===== config.mk =====
export PLATFORM = sky130hd
export DESIGN_NAME = tile_sprite_mapper_flat
export DESIGN_NICKNAME = d
export VERILOG_FILES = /design/src/rtl/tile_sprite_mapper_pkg.sv /design/src/rtl/tile_sprite_mapper_if.sv /design/src/rtl/tile_sprite_mapper_anim_timer.sv /design/src/rtl/tile_sprite_mapper.sv /design/src/flat_wrapper.sv
export SDC_FILE = /design/constraint.sdc
export NUM_CORES = 1
export LEC_CHECK = 0
export CORE_MARGIN = 2
export CORE_UTILIZATION = 48
export CTS_CLUSTER_SIZE = 40
export DETAILED_ROUTE_END_ITERATION = 16
export PLACE_DENSITY = 0.81
export SLEW_MARGIN = 15
export SYNTH_ARGS = -nofsm -noshare
export SYNTH_HDL_FRONTEND = slang
export SYNTH_SLANG_ARGS = --single-unit

===== constraint.sdc =====
create_clock -name Clk -period 3.4 [get_ports Clk]
set_input_delay 0.51 -clock Clk [delete_from_list [all_inputs] [get_ports Clk]]
set_output_delay 0.51 -clock Clk [all_outputs]
set_load 0.05 [all_outputs]

===== src/rtl/tile_sprite_mapper_pkg.sv =====
// Shared types and helpers for the tile/sprite colour mapper.
package tile_mapper_pkg;

  typedef struct packed {
    logic [7:0] r;
    logic [7:0] g;
    logic [7:0] b;
  } rgb_t;

  localparam logic [23:0] TRANSPARENT_DEF = 24'hFF00FF;

  // Address width needed to index n entries (at least one bit).
  function automatic int unsigned addr_w(input int unsigned n);
    return (n > 1) ? 32'($clog2(n)) : 32'd1;
  endfunction

endpackage


===== src/rtl/tile_sprite_mapper_if.sv =====
// Memory-side bus: map RAM, tile ROM and sprite ROM address/data pairs.
interface tile_sprite_mapper_if
  import tile_mapper_pkg::*;
#(
  parameter int unsigned TILE_W      = 16,
  parameter int unsigned MAP_COLS    = 20,
  parameter int unsigned MAP_ROWS    = 20,
  parameter int unsigned TILE_ID_W   = 5,
  parameter int unsigned ANIM_FRAMES = 4
);
  localparam int unsigned TW_LOG2 = addr_w(TILE_W);
  localparam int unsigned MAP_AW  = addr_w(MAP_COLS * MAP_ROWS);
  localparam int unsigned FRAME_W = addr_w(ANIM_FRAMES);
  localparam int unsigned TILE_AW = TILE_ID_W + 2 * TW_LOG2;
  localparam int unsigned SPR_AW  = 1 + FRAME_W + 2 * TW_LOG2;

  logic [MAP_AW-1:0]    map_addr;
  logic [TILE_ID_W-1:0] map_tile;
  logic [TILE_AW-1:0]   tile_rom_addr;
  rgb_t                 tile_rgb;
  logic [SPR_AW-1:0]    spr_rom_addr;
  rgb_t                 spr_rgb;

  modport master (
    output map_addr, tile_rom_addr, spr_rom_addr,
    input  map_tile, tile_rgb, spr_rgb
  );

  modport slave (
    input  map_addr, tile_rom_addr, spr_rom_addr,
    output map_tile, tile_rgb, spr_rgb
  );

endinterface


===== src/rtl/tile_sprite_mapper_anim_timer.sv =====
// Sprite animation frame counter (stepped by frame pulses) and facing flag.
module anim_timer
  import tile_mapper_pkg::*;
#(
  parameter int unsigned ANIM_FRAMES = 4,
  parameter int unsigned FRAME_DIV   = 15,
  localparam int unsigned FRAME_W    = addr_w(ANIM_FRAMES)
)(
  input  logic               Clk,
  input  logic               reset,
  input  logic               frame_start,
  input  logic               dir_left,
  input  logic               dir_right,
  output logic [FRAME_W-1:0] anim_frame,
  output logic               facing_left
);

  localparam int unsigned DIV_W = addr_w(FRAME_DIV);

  logic [DIV_W-1:0] div_cnt;

  // Divide frame pulses down to animation steps; frame wraps naturally (power of two).
  always_ff @(posedge Clk) begin
    if (reset) begin
      div_cnt    <= '0;
      anim_frame <= '0;
    end else if (frame_start) begin
      if (32'(div_cnt) == FRAME_DIV - 1) begin
        div_cnt    <= '0;
        anim_frame <= anim_frame + FRAME_W'(1);
      end else begin
        div_cnt <= div_cnt + DIV_W'(1);
      end
    end
  end

  // Facing: a single-sided request changes it, conflicting or absent requests hold.
  always_ff @(posedge Clk) begin
    if (reset) begin
      facing_left <= 1'b0;
    end else if (dir_left && !dir_right) begin
      facing_left <= 1'b1;
    end else if (dir_right && !dir_left) begin
      facing_left <= 1'b0;
    end
  end

endmodule


===== src/rtl/tile_sprite_mapper.sv =====
// Three-stage pixel pipeline: map lookup, texel fetch, colour-key composite.
module tile_sprite_mapper
  import tile_mapper_pkg::*;
#(
  parameter int unsigned TILE_W      = 16,
  parameter int unsigned MAP_COLS    = 20,
  parameter int unsigned MAP_ROWS    = 20,
  parameter int unsigned TILE_ID_W   = 5,
  parameter int unsigned ANIM_FRAMES = 4,
  parameter int unsigned FRAME_DIV   = 15,
  parameter logic [23:0] TRANSPARENT = TRANSPARENT_DEF,
  localparam int unsigned TW_LOG2    = addr_w(TILE_W)
)(
  input  logic               Clk,
  input  logic               reset,
  input  logic [9:0]         DrawX,
  input  logic [9:0]         DrawY,
  input  logic               frame_start,
  tile_sprite_mapper_if.master mem,
  input  logic [9:0]         spr_x,
  input  logic [9:0]         spr_y,
  input  logic [TW_LOG2:0]   spr_w,
  input  logic [TW_LOG2:0]   spr_h,
  input  logic               spr_moving,
  input  logic               dir_left,
  input  logic               dir_right,
  output logic [7:0]         Red,
  output logic [7:0]         Green,
  output logic [7:0]         Blue
);

  localparam int unsigned MAP_AW  = addr_w(MAP_COLS * MAP_ROWS);
  localparam int unsigned FRAME_W = addr_w(ANIM_FRAMES);

  logic [FRAME_W-1:0] anim_frame;
  logic               facing_left;

  anim_timer #(
    .ANIM_FRAMES (ANIM_FRAMES),
    .FRAME_DIV   (FRAME_DIV)
  ) u_anim (
    .Clk         (Clk),
    .reset       (reset),
    .frame_start (frame_start),
    .dir_left    (dir_left),
    .dir_right   (dir_right),
    .anim_frame  (anim_frame),
    .facing_left (facing_left)
  );

  // Stage 1 state: pixel plus the sprite state it was sampled with.
  logic [9:0]       x1, y1, sx1, sy1;
  logic [TW_LOG2:0] sw1, sh1;
  logic             mv1, in_map1;

  // Stage 2 state.
  logic             in_map2, hit2;

  logic [9:0]         col_c, row_c;
  logic               in_map_c;
  logic               hit_c;
  logic [TW_LOG2-1:0] lcol_c, lcol_sel_c, lrow_c;
  rgb_t               pix_c;

  // Tile coordinates of the incoming pixel and map bounds test.
  always_comb begin
    col_c    = DrawX >> TW_LOG2;
    row_c    = DrawY >> TW_LOG2;
    in_map_c = (32'(col_c) < MAP_COLS) && (32'(row_c) < MAP_ROWS);
  end

  // Stage 1: register pixel/sprite state and issue the map RAM read.
  always_ff @(posedge Clk) begin
    if (reset) begin
      x1           <= '0;
      y1           <= '0;
      sx1          <= '0;
      sy1          <= '0;
      sw1          <= '0;
      sh1          <= '0;
      mv1          <= 1'b0;
      in_map1      <= 1'b0;
      mem.map_addr <= '0;
    end else begin
      x1           <= DrawX;
      y1           <= DrawY;
      sx1          <= spr_x;
      sy1          <= spr_y;
      sw1          <= spr_w;
      sh1          <= spr_h;
      mv1          <= spr_moving;
      in_map1      <= in_map_c;
      mem.map_addr <= in_map_c ? MAP_AW'(32'(row_c) * MAP_COLS + 32'(col_c)) : '0;
    end
  end

  // Sprite hit test in 11 bits so spr_x+spr_w cannot wrap; local texel coordinates.
  always_comb begin
    hit_c = (11'(x1) >= 11'(sx1)) && (11'(x1) < 11'(sx1) + 11'(sw1)) &&
            (11'(y1) >= 11'(sy1)) && (11'(y1) < 11'(sy1) + 11'(sh1));
    lcol_c     = TW_LOG2'(x1 - sx1);
    lrow_c     = TW_LOG2'(y1 - sy1);
    lcol_sel_c = facing_left ? TW_LOG2'(sw1 - (TW_LOG2 + 1)'(1) - (TW_LOG2 + 1)'(lcol_c))
                             : lcol_c;
  end

  // Stage 2: issue tile and sprite ROM reads.
  always_ff @(posedge Clk) begin
    if (reset) begin
      mem.tile_rom_addr <= '0;
      mem.spr_rom_addr  <= '0;
      in_map2           <= 1'b0;
      hit2              <= 1'b0;
    end else begin
      mem.tile_rom_addr <= {mem.map_tile, y1[TW_LOG2-1:0], x1[TW_LOG2-1:0]};
      mem.spr_rom_addr  <= hit_c ? {mv1, anim_frame, lrow_c, lcol_sel_c} : '0;
      in_map2           <= in_map1;
      hit2              <= hit_c;
    end
  end

  // Composite: an opaque sprite texel wins, even over the black border outside the map.
  always_comb begin
    pix_c = '0;
    if (hit2 && (mem.spr_rgb != TRANSPARENT)) begin
      pix_c = mem.spr_rgb;
    end else if (in_map2) begin
      pix_c = mem.tile_rgb;
    end
  end

  // Stage 3: output colour register.
  always_ff @(posedge Clk) begin
    if (reset) begin
      Red   <= '0;
      Green <= '0;
      Blue  <= '0;
    end else begin
      Red   <= pix_c.r;
      Green <= pix_c.g;
      Blue  <= pix_c.b;
    end
  end

endmodule

===== src/flat_wrapper.sv =====
// flat-port wrapper written by rule: the top's interface ports become plain ports
module tile_sprite_mapper_flat import tile_mapper_pkg::*;
#(
  parameter int unsigned TILE_W      = 16,
  parameter int unsigned MAP_COLS    = 20,
  parameter int unsigned MAP_ROWS    = 20,
  parameter int unsigned TILE_ID_W   = 5,
  parameter int unsigned ANIM_FRAMES = 4,
  parameter int unsigned FRAME_DIV   = 15,
  parameter logic [23:0] TRANSPARENT = TRANSPARENT_DEF,
  localparam int unsigned TW_LOG2    = addr_w(TILE_W)
)
  (Clk, reset, DrawX, DrawY, frame_start, spr_x, spr_y, spr_w, spr_h, spr_moving, dir_left, dir_right, Red, Green, Blue, mem_map_addr, mem_tile_rom_addr, mem_spr_rom_addr, mem_map_tile, mem_tile_rgb, mem_spr_rgb);
  tile_sprite_mapper_if #(.TILE_W(TILE_W), .MAP_COLS(MAP_COLS), .MAP_ROWS(MAP_ROWS), .TILE_ID_W(TILE_ID_W), .ANIM_FRAMES(ANIM_FRAMES)) mem_i ();
  input  logic Clk;
  input  logic reset;
  input  logic [9:0] DrawX;
  input  logic [9:0] DrawY;
  input  logic frame_start;
  input  logic [9:0] spr_x;
  input  logic [9:0] spr_y;
  input  logic [TW_LOG2:0] spr_w;
  input  logic [TW_LOG2:0] spr_h;
  input  logic spr_moving;
  input  logic dir_left;
  input  logic dir_right;
  output logic [7:0] Red;
  output logic [7:0] Green;
  output logic [7:0] Blue;
  output wire logic [$bits(mem_i.map_addr)-1:0] mem_map_addr;
  output wire logic [$bits(mem_i.tile_rom_addr)-1:0] mem_tile_rom_addr;
  output wire logic [$bits(mem_i.spr_rom_addr)-1:0] mem_spr_rom_addr;
  input wire logic [$bits(mem_i.map_tile)-1:0] mem_map_tile;
  input wire logic [$bits(mem_i.tile_rgb)-1:0] mem_tile_rgb;
  input wire logic [$bits(mem_i.spr_rgb)-1:0] mem_spr_rgb;
  assign mem_map_addr = mem_i.map_addr;
  assign mem_tile_rom_addr = mem_i.tile_rom_addr;
  assign mem_spr_rom_addr = mem_i.spr_rom_addr;
  assign mem_i.map_tile = mem_map_tile;
  assign mem_i.tile_rgb = mem_tile_rgb;
  assign mem_i.spr_rgb = mem_spr_rgb;
  tile_sprite_mapper #(.TILE_W(TILE_W), .MAP_COLS(MAP_COLS), .MAP_ROWS(MAP_ROWS), .TILE_ID_W(TILE_ID_W), .ANIM_FRAMES(ANIM_FRAMES), .FRAME_DIV(FRAME_DIV), .TRANSPARENT(TRANSPARENT)) u_core (.Clk(Clk), .reset(reset), .DrawX(DrawX), .DrawY(DrawY), .frame_start(frame_start), .mem(mem_i), .spr_x(spr_x), .spr_y(spr_y), .spr_w(spr_w), .spr_h(spr_h), .spr_moving(spr_moving), .dir_left(dir_left), .dir_right(dir_right), .Red(Red), .Green(Green), .Blue(Blue));
endmodule

== Word-level counts from Yosys, hierarchy flattened ==
Cells that the tools add are included.

* Register bits: 118
* Input bits: 109
* Output and inout port bits: 57
* Logic and storage cells: 58

* Add/sub/neg operators: 9
* $mul: 1
* Magnitude comparators: 6
* Eq/ne operators: 2
* Muxes and demuxes: 6
* Bitwise gates (word level): 2
* Reductions and logical operators: 13

{| class="wikitable"
|+ Operators with widths
! cell !! number
|-
| two-way mux 24 bit || 2
|-
| inequality test 24 bit (second input constant) || 1
|-
| adder 10 x 5 -> 11 bit || 2
|-
| less-than comparator 10 x 11 -> 1 bit || 2
|-
| >= comparator 10 bit || 2
|-
| less-than comparator 6 x 5 -> 1 bit (second input constant) || 2
|-
| subtractor 4 bit || 3
|-
| adder 9 x 6 -> 9 bit || 1
|-
| two-way mux 4 bit || 2
|-
| logical AND 1 bit || 7
|-
| multiplier 6 x 3 -> 7 bit (second input constant) || 1
|-
| adder 4 x 1 -> 4 bit (second input constant) || 1
|-
| equality test 4 bit (second input constant) || 1
|-
| OR reduction 2 bit || 2
|-
| subtractor 4 x 1 -> 4 bit (second input constant) || 1
|-
| adder 2 x 1 -> 2 bit (second input constant) || 1
|-
| logical NOT 1 bit || 2
|-
| two-way mux 1 bit || 2
|-
| inverter 1 bit || 2
|-
| AND reduction 2 bit || 1
|-
| nonzero test 2 bit || 1
|}

== Depth between registers and ports, before layout ==
* Word-level depth: 7
* Depth in mapped cells: 14
* Gate-level depth less buffers: 13

== By module ==
From an unflattened synthesis, not the netlist that was laid out.

* Cells, all modules: 597
* Area total of the unflattened synthesis: 5669.2 µm²

{| class="wikitable"
|+ Modules (own cells, without submodules)
! module !! times used !! cells each !! area each (µm²) !! sequential area each (µm²)
|-
| tile_sprite_mapper || 1 || 560 || 5346.4 || 2222.1
|-
| anim_timer || 1 || 37 || 322.8 || 140.1
|}

== Worst setup path after synthesis ==
Ideal clock, no wire load.

* Path type: flip-flop to flip-flop
* From: register u_core.sw1[0]
* To: register u_core.mem.spr_rom_addr[9]
* Setup time: 0.096 ns
* Arrival: 2.826 ns
* Setup slack: 0.478 ns
* Stages on the path, launching flop included: 14
* Path buffers: 1
* Period minus slack after synthesis: 2.922 ns
* Cells stage by stage: dfxtp_1 > ha_1 > fa_1 > a211oi_1 > o21bai_1 > nand4_1 > xnor2_1 > ha_1 > a2111oi_0 > o21ai_0 > a21oi_1 > o31ai_1 > buf_2 > nor4b_1

* Longest elaborated chain between the ends: 7

{| class="wikitable"
|+ Ends and longest elaborated chain
! what !! line !! RTL
|-
| start: declaration || tile_sprite_mapper.sv:53 || <nowiki>logic [TW_LOG2:0] sw1, sh1;</nowiki>
|-
| start signal: assignment || tile_sprite_mapper.sv:89 || <nowiki>sw1 <= spr_w;</nowiki>
|-
| adder 10 x 5 -> 11 bit || tile_sprite_mapper.sv:99 || <nowiki>hit_c = (11'(x1) >= 11'(sx1)) && (11'(x1) < 11'(sx1) + 11'(sw1)) &&</nowiki>
|-
| less-than comparator 10 x 11 -> 1 bit || tile_sprite_mapper.sv:99 ||
|-
| logical AND 1 bit (2 in a row) || tile_sprite_mapper.sv:99 ||
|-
| logical AND 1 bit || tile_sprite_mapper.sv:100 || <nowiki>(11'(y1) >= 11'(sy1)) && (11'(y1) < 11'(sy1) + 11'(sh1));</nowiki>
|-
| inverter 1 bit (no line) || -- ||
|-
| OR reduction 2 bit (no line) || -- ||
|-
| end signal: assignment || tile_sprite_mapper.sv:116 || <nowiki>mem.spr_rom_addr <= hit_c ? {mv1, anim_frame, lrow_c, lcol_sel_c} : '0;</nowiki>
|-
| end: declaration || tile_sprite_mapper_if.sv:25 || <nowiki>output map_addr, tile_rom_addr, spr_rom_addr,</nowiki>
|}

No other way between the ends.
A chain may end at the register's enable or synchronous reset.

== Worst setup path in the final report ==
* From: register u_core.sw1[0]
* To: register u_core.mem.spr_rom_addr[1]

* Longest elaborated chain between the ends: 7
* Elaborated cells between the ends (all ways): 10

{| class="wikitable"
|+ Ends and longest elaborated chain
! what !! line
|-
| adder 10 x 5 -> 11 bit || tile_sprite_mapper.sv:99
|-
| less-than comparator 10 x 11 -> 1 bit || tile_sprite_mapper.sv:99
|-
| logical AND 1 bit (2 in a row) || tile_sprite_mapper.sv:99
|-
| logical AND 1 bit || tile_sprite_mapper.sv:100
|-
| inverter 1 bit (no line) || --
|-
| OR reduction 2 bit (no line) || --
|}

Several ways; a longest one is shown, not always the timed one.

==> impl_metrics.py <==
metrics = {
    "timing": {
        "post-route-min-period_ps": 3180,
        "holdWs_ps": 480,
        "slew_headroom_pct": 41.8,
        "fin_crit_sh_pct": 93.6,
        "finalHoldViolCount": 0,
        "worst_pin_slew_ps": 867,
        "drv_slew": 0,
        "setup_viol": 0,
        "fmax_ghz": 0.314,
        "skew_ps": 9.66,
    },
    "global_routing": {
        "grt-ovfl-total": 0,
        "gr-max-usage-layer": "met2",
        "grt_usage_pct": 22.3,
        "grt_use_met1_pct": 26.0,
        "antenna_found_initial": 1,
        "grtUsageMet3_pct": 6.48,
        "use_met2_pct": 37.7,
        "grt_max_degree": 53,
        "grt_pass1_wl_mm": 22.7,
        "grt_pass1_vias": 4873,
    },
    "run": {
        "maxCapViolCount": 0,
    },
    "worst_setup_path": {
        "crit_path_max_fanout": 12,
        "cpMaxStageDelayCell": "fa_1",
        "r2r_start": "u_core.sw1[0]",
        "path_cells": "ha_1 -> fa_1 -> a211oi_2 -> o21bai_1 -> nand4_1 -> xnor2_1 -> ha_1 -> a2111oi_1 -> o21ai_0 -> a21oi_1 -> o31ai_1 -> buf_4 -> nor4_1",
        "worstSetupStartpointType": "flop",
        "max_stage_delay_ps": 430,
        "critPathKind": "flop to flop",
        "critPathMostFrequentCell": "ha_1",
        "cp_data_required_time_ps": 3720,
        "cp.arrival_ps": 3500,
        "timing.rr.end": "u_core.mem.spr_rom_addr[1]",
        "end_kind": "flop",
        "r2r.worst_path.cells": 13,
        "r2r_slack_ps": 220,
    },
    "logic_synthesis": {
        "synth.distinct_cells": 53,
        "synth_nets": 781,
        "ys.flop_type": "dfxtp_1",
        "syn_inst": 602,
        "yosysSeqAreaShare_pct": 41.6,
        "synth-edff-count": 0,
        "avgSynthCellArea_um2": 9.44,
        "synthArstFlopShare_pct": 0,
        "synth_seq_cells": 118,
        "ys_warn_count": 0,
        "synth_area_um2": 5680,
    },
    "layout": {
        "layout_common_cells": "clkdlybuf4s50_1, dfxtp_1, nor2b_1",
        "fin_cells": 926,
        "final_core_util_pct": 70.9,
        "n_fill_cell": 865,
        "drive_above_1_share_pct": 6.14,
        "num-nets-final": 948,
        "final_common_cell": "clkdlybuf4s50_1",
        "fin_area_um2": 8140,
        "area_growth_pct": 43.2,
    },
    "hold_path": {
        "hold_path_class": "flop to flop",
        "min-delay-start": "u_core.mv1",
        "hold_depth": 2,
        "min_to": "u_core.mem.spr_rom_addr[10]",
    },
    "power_and_ir_drop": {
        "power_frac_comb_pct": 16.3,
        "p_sw_mw": 1.02,
        "leakage_nw": 3.23,
        "total_power_mw": 4.09,
        "p_per_area_nw_per_um2": 503,
        "p_seq_share_pct": 36.1,
        "p_int_mw": 3.07,
        "clock_power_share_pct": 47.6,
        "swShare_pct": 25.0,
        "peakVddDrop_uv": 379,
    },
    "floorplanning": {
        "io_pins": 166,
        "initial_core_util_pct": 49.5,
        "die_x_um": 113,
        "dieArea_um2": 12700,
        "num_rows": 39,
        "core_area_um2": 11500,
        "die_h_um": 113,
    },
    "placement": {
        "placedCellCount": 893,
        "io_buffers": 165,
        "gp_congestion": 0.878,
        "hpwl_mm": 10.6,
        "place_area_um2": 7430,
    },
    "detailed_routing": {
        "ant_nets": 0,
        "drt_iter0_markers": 289,
        "vias": 4886,
        "wirelength_mm": 14.0,
        "wl_per_cell_um": 15.1,
        "drc_errors": 0,
        "vias_per_cell": 5.28,
        "firstDrtPassIters": 6,
    },
    "status": {
        "status": "finished clean",
    },
    "clocking": {
        "clk_latency_ps": 420,
        "h-tree-depth": 4,
        "clkSinkCount": 118,
        "cts.clk_slew.worst_paths_ps": 60,
        "cts_resized": 0,
        "cts_tree": "built",
        "clockRootBuffer": "clkbuf_16",
        "cts_hold_buf": 0,
        "post_cts_buffers": 0,
        "clk_path_buf_depth": 2,
        "cts_made_buffers": 17,
    },
}
synthesized netlist by cell type, types with 3 or more instances:
cell type	instances	share of area, %
a211oi_1	7	0.92
a21o_1	8	1.1
a21oi_1	50	4.4
and2_1	3	0.33
buf_6	3	0.59
clkbuf_1	13	0.86
dfxtp_1	118	42
fa_1	7	2.5
ha_1	63	14
inv_1	45	3.0
mux2i_1	3	0.53
nand2_1	37	2.4
nand2b_1	6	0.66
nand3_1	27	2.4
nand3b_1	3	0.40
nand4_1	11	1.2
nor2_1	19	1.3
nor2b_1	66	7.3
nor3_1	8	0.70
nor3b_1	5	0.66
nor4_1	7	0.77
nor4b_1	4	0.62
o211ai_1	3	0.40
o21a_1	4	0.53
o21ai_0	25	2.2
o21bai_1	4	0.53
xnor2_1	21	3.2
xor2_1	3	0.46
routing by layer:
layer  vias up  share of wire, %
met3        32               8.3
met2       200                47
met1      2226                42
met4         0               3.3
li1       2428                 -
met5         -                 0
cells by family after synthesis:
| group | count (synthesis) | share of synthesized area, % |
|---|---|---|
| AOI/OAI and AO/OA | 117 | 12.9 |
| xor gates and xnor gates | 24 | 3.70 |
| adders and majority gates | 70 | 16.3 |
| buffers and inverters | 65 | 4.78 |
| DFF | 118 | 41.6 |
| muxes | 4 | 0.727 |
| and+or+nand+nor | 204 | 19.9 |
metrics by stage:
step	setup WS [ps]	TNS, ps
after floorplan	478	0
after global placement	173	0
after detailed placement	20.8	0
after CTS	8.85	0
after global routing	-125	-1040
final	217	0
critical path, delay by kind of cell, from the launching register on:
family	cells	cell delay [ps]
AOI/OAI and AO/OA	6	1070
adders and majority gates	3	930
and+or+nand+nor	2	410
DFF	1	320
buffers and inverters	1	190
xor gates and xnor gates	1	140
registers in the layout (all words and copies together) (netlist names), 2 cells and up:
signal	count
u_core.u_anim.div_cnt	4
u_core.sx1	10
u_core.u_anim.anim_frame	2
u_core.Red	8
u_core.sh1	5
u_core.mem.tile_rom_addr	13
u_core.sy1	10
u_core.y1	10
u_core.mem.map_addr	9
u_core.mem.spr_rom_addr	11
u_core.sw1	5
u_core.x1	10
u_core.Blue	8
u_core.Green	8
area by class of cell:
| cell class | count | area (µm²) | area share (%) |
|---|---|---|---|
| diodes | 1 | 2.50 | 0.0308 |
| clock buffers | 17 | 425 | 5.23 |
| clock inverters | 15 | 228 | 2.80 |
| inverters | 45 | 169 | 2.08 |
| multi-input cells | 419 | 3100 | 38.1 |
| flip-flops and latches | 118 | 2360 | 29.0 |
| well taps | 143 | 179 | 2.20 |
| repair buffers | 168 | 1670 | 20.5 |
worst max-delay path by stage:
stage,startpoint,end,slack [ps],cells past startpoint
after floorplan,u_core.sw1[0],u_core.mem.spr_rom_addr[9],480,13
after global placement,u_core.sy1[0],u_core.mem.spr_rom_addr[3],170,13
after detailed placement,u_core.sh1[0],u_core.mem.spr_rom_addr[1],20,13
after CTS,u_core.sh1[0],u_core.mem.spr_rom_addr[1],9,13
after global routing,u_core.sw1[0],u_core.mem.spr_rom_addr[1],-120,13
final,u_core.sw1[0],u_core.mem.spr_rom_addr[1],220,13
power groups by stage:
stage                     registers [mW]  logic [mW]  clock network, mW
final                               1.48       0.665               1.95
after global routing                1.48       0.734               2.03
after CTS                           1.48       0.652               1.98
after detailed placement            1.51       0.646                  0
after global placement              1.50       0.631                  0
after floorplan                     1.56       0.337                  0
Power figures use the tool's default switching activity.
